**src/rtl/fpu_unpack_sequencer_pkg.sv**
```systemverilog
// Shared FPU unpack types: unpacked operand slot, sequencer states, flag indices.
// Format widths are package-wide so the slot struct is identical in every user.
package fpu_unpack_sequencer_pkg;
  localparam int FLEN    = 64;
  localparam int NE      = 11;
  localparam int NF      = 52;
  localparam int FMTBITS = 2;
  localparam int NFLAGS  = 6;
  localparam int OPW     = 1 + NE + NF + 1 + NFLAGS + FLEN;

  localparam int FLG_NAN     = 0;
  localparam int FLG_SNAN    = 1;
  localparam int FLG_ZERO    = 2;
  localparam int FLG_INF     = 3;
  localparam int FLG_EXPMAX  = 4;
  localparam int FLG_SUBNORM = 5;

  localparam logic [FMTBITS-1:0] FMT_S = 2'b00;
  localparam logic [FMTBITS-1:0] FMT_D = 2'b01;
  localparam logic [FMTBITS-1:0] FMT_H = 2'b10;
  localparam logic [FMTBITS-1:0] FMT_Q = 2'b11;

  typedef enum logic [2:0] {ST_IDLE, ST_OPX, ST_OPY, ST_OPZ, ST_DONE} unpk_state_t;

  typedef struct packed {
    logic              sgn;
    logic [NE-1:0]     exp;
    logic [NF:0]       man;
    logic [NFLAGS-1:0] flags;
    logic [FLEN-1:0]   postbox;
  } unpacked_op_t;

  // First operand state among the still-pending enables {Z,Y,X}.
  function automatic unpk_state_t first_op(input logic [2:0] en);
    if (en[0])      return ST_OPX;
    else if (en[1]) return ST_OPY;
    else if (en[2]) return ST_OPZ;
    else            return ST_DONE;
  endfunction
endpackage

```
**src/rtl/fpu_unpack_sequencer_if.sv**
```systemverilog
// Request / shared-unpacker / response bundle of the operand unpack sequencer.
interface fpu_unpack_sequencer_if;
  import fpu_unpack_sequencer_pkg::*;

  logic               Flush;
  logic               ReqValid;
  logic               ReqReady;
  logic [FLEN-1:0]    ReqX;
  logic [FLEN-1:0]    ReqY;
  logic [FLEN-1:0]    ReqZ;
  logic [FMTBITS-1:0] ReqFmt;
  logic [2:0]         ReqEn;

  logic [FLEN-1:0]    UnpkA;
  logic               UnpkEn;
  logic [FMTBITS-1:0] UnpkFmt;
  logic               UnpkSgn;
  logic [NE-1:0]      UnpkExp;
  logic [NF:0]        UnpkMan;
  logic [NFLAGS-1:0]  UnpkFlags;
  logic [FLEN-1:0]    UnpkPostBox;

  logic               RspValid;
  logic               RspReady;
  logic [3*OPW-1:0]   RspOp;

  modport slave (
    input  Flush, ReqValid, ReqX, ReqY, ReqZ, ReqFmt, ReqEn,
    input  UnpkSgn, UnpkExp, UnpkMan, UnpkFlags, UnpkPostBox, RspReady,
    output ReqReady, UnpkA, UnpkEn, UnpkFmt, RspValid, RspOp
  );

  modport master (
    output Flush, ReqValid, ReqX, ReqY, ReqZ, ReqFmt, ReqEn,
    output UnpkSgn, UnpkExp, UnpkMan, UnpkFlags, UnpkPostBox, RspReady,
    input  ReqReady, UnpkA, UnpkEn, UnpkFmt, RspValid, RspOp
  );
endinterface

```
**src/rtl/fpu_unpack_sequencer.sv**
```systemverilog
// Walks one shared combinational unpacker over the enabled X/Y/Z operands of a
// latched request and presents the three unpacked slots as a single response.
module fpu_unpack_sequencer
  import fpu_unpack_sequencer_pkg::*;
(
  input  logic                  clk,
  input  logic                  reset_n,
  fpu_unpack_sequencer_if.slave bus
);

  unpk_state_t        state, state_nxt;
  logic               rsp_vld_q, rsp_vld_nxt;
  logic [FLEN-1:0]    x_q, y_q, z_q;
  logic [FMTBITS-1:0] fmt_q;
  logic [2:0]         en_q;
  unpacked_op_t [2:0] slot_q;

  logic         in_op;
  logic         rsp_take;
  logic         accept;
  unpacked_op_t unpk_res;

  assign in_op    = (state == ST_OPX) || (state == ST_OPY) || (state == ST_OPZ);
  assign rsp_take = rsp_vld_q & bus.RspReady;
  assign bus.ReqReady = (state == ST_IDLE) || ((state == ST_DONE) && rsp_take);
  assign accept   = bus.ReqValid & bus.ReqReady;

  assign unpk_res = {bus.UnpkSgn, bus.UnpkExp, bus.UnpkMan, bus.UnpkFlags, bus.UnpkPostBox};

  // Unpacker inputs stay at zero outside operand cycles so it never toggles idle.
  always_comb begin
    bus.UnpkA = '0;
    unique case (state)
      ST_OPX:  bus.UnpkA = x_q;
      ST_OPY:  bus.UnpkA = y_q;
      ST_OPZ:  bus.UnpkA = z_q;
      default: bus.UnpkA = '0;
    endcase
  end

  assign bus.UnpkEn   = in_op;
  assign bus.UnpkFmt  = in_op ? fmt_q : '0;
  assign bus.RspValid = rsp_vld_q;
  assign bus.RspOp    = slot_q;

  always_comb begin
    state_nxt   = state;
    rsp_vld_nxt = rsp_vld_q;
    unique case (state)
      ST_IDLE: if (accept) state_nxt = first_op(bus.ReqEn);
      ST_OPX:  state_nxt = first_op(en_q & 3'b110);
      ST_OPY:  state_nxt = first_op(en_q & 3'b100);
      ST_OPZ:  state_nxt = ST_DONE;
      ST_DONE: begin
        // An empty request spends one cycle here before its response shows.
        if (!rsp_vld_q) begin
          rsp_vld_nxt = 1'b1;
        end else if (rsp_take) begin
          rsp_vld_nxt = 1'b0;
          state_nxt   = accept ? first_op(bus.ReqEn) : ST_IDLE;
        end
      end
      default: state_nxt = ST_IDLE;
    endcase
    if (in_op && (state_nxt == ST_DONE)) rsp_vld_nxt = 1'b1;
    if (bus.Flush) begin
      state_nxt   = ST_IDLE;
      rsp_vld_nxt = 1'b0;
    end
  end

  always_ff @(posedge clk or negedge reset_n) begin
    if (!reset_n) begin
      state     <= ST_IDLE;
      rsp_vld_q <= 1'b0;
      x_q       <= '0;
      y_q       <= '0;
      z_q       <= '0;
      fmt_q     <= '0;
      en_q      <= '0;
      slot_q    <= '0;
    end else begin
      state     <= state_nxt;
      rsp_vld_q <= rsp_vld_nxt;
      if (!bus.Flush) begin
        if (accept) begin
          x_q    <= bus.ReqX;
          y_q    <= bus.ReqY;
          z_q    <= bus.ReqZ;
          fmt_q  <= bus.ReqFmt;
          en_q   <= bus.ReqEn;
          slot_q <= '0;
        end else begin
          unique case (state)
            ST_OPX:  slot_q[0] <= unpk_res;
            ST_OPY:  slot_q[1] <= unpk_res;
            ST_OPZ:  slot_q[2] <= unpk_res;
            default: ;
          endcase
        end
      end
    end
  end

endmodule

```
**src/flat_wrapper.sv**
```systemverilog
// flat-port wrapper written by rule: the top's interface ports become plain ports
module fpu_unpack_sequencer_flat import fpu_unpack_sequencer_pkg::*;
  (clk, reset_n, bus_Flush, bus_ReqValid, bus_ReqX, bus_ReqY, bus_ReqZ, bus_ReqFmt, bus_ReqEn, bus_UnpkSgn, bus_UnpkExp, bus_UnpkMan, bus_UnpkFlags, bus_UnpkPostBox, bus_RspReady, bus_ReqReady, bus_UnpkA, bus_UnpkEn, bus_UnpkFmt, bus_RspValid, bus_RspOp);
  fpu_unpack_sequencer_if bus_i ();
  input  logic clk;
  input  logic reset_n;
  input wire logic [$bits(bus_i.Flush)-1:0] bus_Flush;
  input wire logic [$bits(bus_i.ReqValid)-1:0] bus_ReqValid;
  input wire logic [$bits(bus_i.ReqX)-1:0] bus_ReqX;
  input wire logic [$bits(bus_i.ReqY)-1:0] bus_ReqY;
  input wire logic [$bits(bus_i.ReqZ)-1:0] bus_ReqZ;
  input wire logic [$bits(bus_i.ReqFmt)-1:0] bus_ReqFmt;
  input wire logic [$bits(bus_i.ReqEn)-1:0] bus_ReqEn;
  input wire logic [$bits(bus_i.UnpkSgn)-1:0] bus_UnpkSgn;
  input wire logic [$bits(bus_i.UnpkExp)-1:0] bus_UnpkExp;
  input wire logic [$bits(bus_i.UnpkMan)-1:0] bus_UnpkMan;
  input wire logic [$bits(bus_i.UnpkFlags)-1:0] bus_UnpkFlags;
  input wire logic [$bits(bus_i.UnpkPostBox)-1:0] bus_UnpkPostBox;
  input wire logic [$bits(bus_i.RspReady)-1:0] bus_RspReady;
  output wire logic [$bits(bus_i.ReqReady)-1:0] bus_ReqReady;
  output wire logic [$bits(bus_i.UnpkA)-1:0] bus_UnpkA;
  output wire logic [$bits(bus_i.UnpkEn)-1:0] bus_UnpkEn;
  output wire logic [$bits(bus_i.UnpkFmt)-1:0] bus_UnpkFmt;
  output wire logic [$bits(bus_i.RspValid)-1:0] bus_RspValid;
  output wire logic [$bits(bus_i.RspOp)-1:0] bus_RspOp;
  assign bus_i.Flush = bus_Flush;
  assign bus_i.ReqValid = bus_ReqValid;
  assign bus_i.ReqX = bus_ReqX;
  assign bus_i.ReqY = bus_ReqY;
  assign bus_i.ReqZ = bus_ReqZ;
  assign bus_i.ReqFmt = bus_ReqFmt;
  assign bus_i.ReqEn = bus_ReqEn;
  assign bus_i.UnpkSgn = bus_UnpkSgn;
  assign bus_i.UnpkExp = bus_UnpkExp;
  assign bus_i.UnpkMan = bus_UnpkMan;
  assign bus_i.UnpkFlags = bus_UnpkFlags;
  assign bus_i.UnpkPostBox = bus_UnpkPostBox;
  assign bus_i.RspReady = bus_RspReady;
  assign bus_ReqReady = bus_i.ReqReady;
  assign bus_UnpkA = bus_i.UnpkA;
  assign bus_UnpkEn = bus_i.UnpkEn;
  assign bus_UnpkFmt = bus_i.UnpkFmt;
  assign bus_RspValid = bus_i.RspValid;
  assign bus_RspOp = bus_i.RspOp;
  fpu_unpack_sequencer u_core (.clk(clk), .reset_n(reset_n), .bus(bus_i));
endmodule
```
**config.mk**
```make
export PLATFORM = sky130hd
export DESIGN_NAME = fpu_unpack_sequencer_flat
export DESIGN_NICKNAME = d
export VERILOG_FILES = /design/src/rtl/fpu_unpack_sequencer_pkg.sv /design/src/rtl/fpu_unpack_sequencer_if.sv /design/src/rtl/fpu_unpack_sequencer.sv /design/src/flat_wrapper.sv
export SDC_FILE = /design/constraint.sdc
export NUM_CORES = 1
export LEC_CHECK = 0
export BUFFER_PORTS_ARGS = -buffer_cell sky130_fd_sc_hd__buf_2
export CAP_MARGIN = 5
export CORE_AREA = 2 2 313 315
export DETAILED_ROUTE_END_ITERATION = 7
export DIE_AREA = 0 0 315 317
export MAX_ROUTING_LAYER = met4
export PLACE_DENSITY_LB_ADDON = 0.08
export SYNTH_ARGS = -nofsm -noshare
export SYNTH_HDL_FRONTEND = slang
export SYNTH_SLANG_ARGS = --single-unit
```
**constraint.sdc**
```tcl
create_clock -name clk -period 5.2 [get_ports clk]
set_input_delay 1.56 -clock clk [delete_from_list [all_inputs] [get_ports clk]]
set_output_delay 1.56 -clock clk [all_outputs]
set_load 0.02 [all_outputs]
```
==> qor.csv <==
metric;value;unit
grtUsageTotal;19.01;%
ys_types;44;
grtUsageMet1;21.87;%
ios;811;
rsz0062_at_grt;no;
seq_area_frac_synth;63.22;%
power_density;590.1;nW/um2
fmax;0.2265;GHz
wl_per_cell;23.91;um
slew_headroom;20.87;%
synth-edff-count;0;
placedCellCount;3832;
overflow;0;
pre_cts_ws;1.335;ns
worst_pin_slew;1.187;ns
synth_nets;2206;
final-setup-viol-count;0;
critPathBufInv;2;
layout_setup_ws;0.7844;ns
crit_required;3.64;ns
cap_viol_max_count;0;
grt_pass1_vias;19570;
final_layout_size_suffix_gt1_share;42.21;%
route.detailed.drc;0;
gp_congestion;0.8132;
syn_area;23950;um2
finalCritPeriodShare;84.92;%
core;96280;um2
area_delta_synth_final;33.51;%
crit_fanout;42;
die_w;315;um
grt_busiest_layer;met2;
cts_buffers;75;
final_cells;4002;
post_cts_buffers;0;
tritoncts;yes;
slowest_stage;dfrtp_4;
finalHoldViolCount;0;
cp_top_family;flip-flops;
synth-main-ff-cell;dfrtp_1;
finalNetCount;2970;
cp-end-kind;primary output;
status;finished clean;
clock_latency;0.63;ns
slew_violations;0;
drt_wl_total;95700;um
path_cells;nor2b_4 -> buf_4 -> a22oi_1 -> nor2_1 -> buf_2;
grtUsageMet3;6.013;%
cts_root_buffer;clkbuf_16;
grt_max_degree;136;
firstDrtPassIters;5;
io_buffers;810;
hpwl;65010;um
ys_ff_latch;605;
multi_input_area;8098;um2
drt-initial-drc-count;1120;
path_class;reg2out;
ant_nets;0;
clock_skew;0.01907;ns
leakage;0.01590;uW
hold_buffers;0;
antenna_found_initial;32;
hp-class;reg2reg;
cts_max_level;3;
synthCells;1869;
cts.clk_slew.worst_paths;0.06;ns
cts_resized;0;
grt_util_met2;31.22;%
die_h;317;um
fill_cells;9936;
grt_pass1_wl;137100;um
period_minus_slack;4.416;ns
start_util;24.87;%
seq_area;15150;um2
syn_area_per_cell;12.81;um2
finish.utilization;33.21;%
ir_drop;0.2597;mV
synthArstFlopShare;100.0;%
die-area;99860;um2
arrival;2.86;ns
fp-row-count;114;
numClockSinks;605;
max_stage_delay;0.86;ns
start_kind;flop;
num_vias;18630;
yosys_warnings;0;
viasPerCell;4.654;
timing.hold.ws;0.4799;ns
clk_path_buf_depth;3;
setup_tns;0;ns
power breakdown:
group,switching [uW],internal (uW),leakage (uW)
combinational,3690,2470,0.00680
sequential,1020,6360,0.00787
clock,2100,3210,0.00124
sequential cells by signal (all words and copies together), names as in the netlist:
register and count:
u_core.bus.RspValid 1, u_core.state 3, u_core.z_q 64, u_core.y_q 64, u_core.fmt_q 2, u_core.bus.RspOp 405
u_core.en_q 2, u_core.x_q 64
worst reg2reg max path: stages, from the launching register on:
cell	delay, ns
dfrtp_4	0.86
buf_12	0.34
or4bb_4	0.89
buf_12	0.50
nand2_1	0.18
o21ai_0	0.09
area by class of cell:
| type | instances | area share (%) |
|---|---|---|
| clock inverter | 21 | 0.7044 |
| multi-input combinational | 1104 | 25.33 |
| sequential | 605 | 47.38 |
| inverter | 4 | 0.04696 |
| timing repair buffer | 843 | 14.15 |
| antenna | 35 | 0.2740 |
| clock buffer | 114 | 7.119 |
| tap | 1276 | 4.994 |
layout by cell type (no fill, tap or decap), types with 2 or more instances in the layout:
| cell | Yosys | routed |
|---|---|---|
| o21ai_0 | 136 | 136 |
| bufinv_16 | 0 | 4 |
| clkbuf_8 | 0 | 21 |
| a22o_1 | 269 | 269 |
| o221ai_4 | 0 | 2 |
| buf_2 | 46 | 809 |
| and3b_1 | 2 | 2 |
| nor3b_1 | 2 | 2 |
| clkbuf_1 | 85 | 16 |
| dfrtp_4 | 0 | 2 |
| a22oi_1 | 65 | 65 |
| diode_2 | 0 | 35 |
| clkinv_2 | 0 | 11 |
| buf_4 | 1 | 16 |
| nand2_1 | 271 | 271 |
| inv_1 | 3 | 3 |
| inv_6 | 0 | 3 |
| nor2_1 | 69 | 69 |
| mux2_2 | 159 | 159 |
| buf_12 | 0 | 17 |
| nand2b_1 | 2 | 2 |
| clkinvlp_4 | 0 | 2 |
| and2_1 | 2 | 2 |
| nand3_1 | 3 | 3 |
| clkbuf_16 | 0 | 77 |
| mux2_1 | 101 | 101 |
| dfrtp_1 | 605 | 602 |
metrics by stage:
| step | cell area, um2 | power, uW |
|---|---|---|
| floorplan | 23950 | 11050 |
| global placement | 29380 | 13660 |
| detailed placement | 29380 | 13750 |
| CTS | 31880 | 19200 |
| global route | 31960 | 19900 |
| finish | 31970 | 18870 |
cell usage after synthesis (all sizes together) (2+ instances only):
| cell type | instances | share of area (%) |
|---|---|---|
| nand2b | 2 | 0.052 |
| nor2 | 69 | 1.1 |
| inv | 4 | 0.063 |
| nand3 | 3 | 0.063 |
| nor3b | 2 | 0.063 |
| buf | 70 | 1.8 |
| and2 | 2 | 0.052 |
| dfrtp | 605 | 63 |
| nand2 | 271 | 4.2 |
| clkbuf | 86 | 1.4 |
| and3b | 2 | 0.073 |
| o21ai | 136 | 2.8 |
| mux2 | 260 | 12 |
| a22oi | 65 | 2.0 |
| a22o | 269 | 9.8 |
| o221ai | 3 | 0.14 |
| nor4b | 2 | 0.14 |
layer usage:
layer  vias up  share of wire, %
li1       8313                 -
met1      9498                39
met2       669                50
met3       146               7.8
met4         0               3.3
met5         -                 0
logic make-up (layout without fill, tap and decap cells):
logic type             count (synthesis)  count (layout)  synth area share, %
AOI/OAI and AO/OA                    484             484                15.25
DFF                                  605             605                63.22
buffers and inverters                160             982                3.224
muxes                                260             260                12.23
and+or+nand+nor                      360             360                6.077
other                                  0              35                    0
worst paths after layout:
path	from	to	slack [ns]	cells after the start
max	u_core.state[1]	bus_UnpkA[44]	0.78	5
min	u_core.z_q[1]	u_core.z_q[1]	0.48	1
max reg2reg	u_core.state[1]	u_core.bus.RspOp[277]	2.16	5
min reg2reg	u_core.z_q[1]	u_core.z_q[1]	0.48	1
max in group asynchronous	reset_n	u_core.bus.RspOp[301]	3.01	3
min in group asynchronous	reset_n	u_core.bus.RspOp[21]	0.99	1
(Power assumes the default switching activity.)
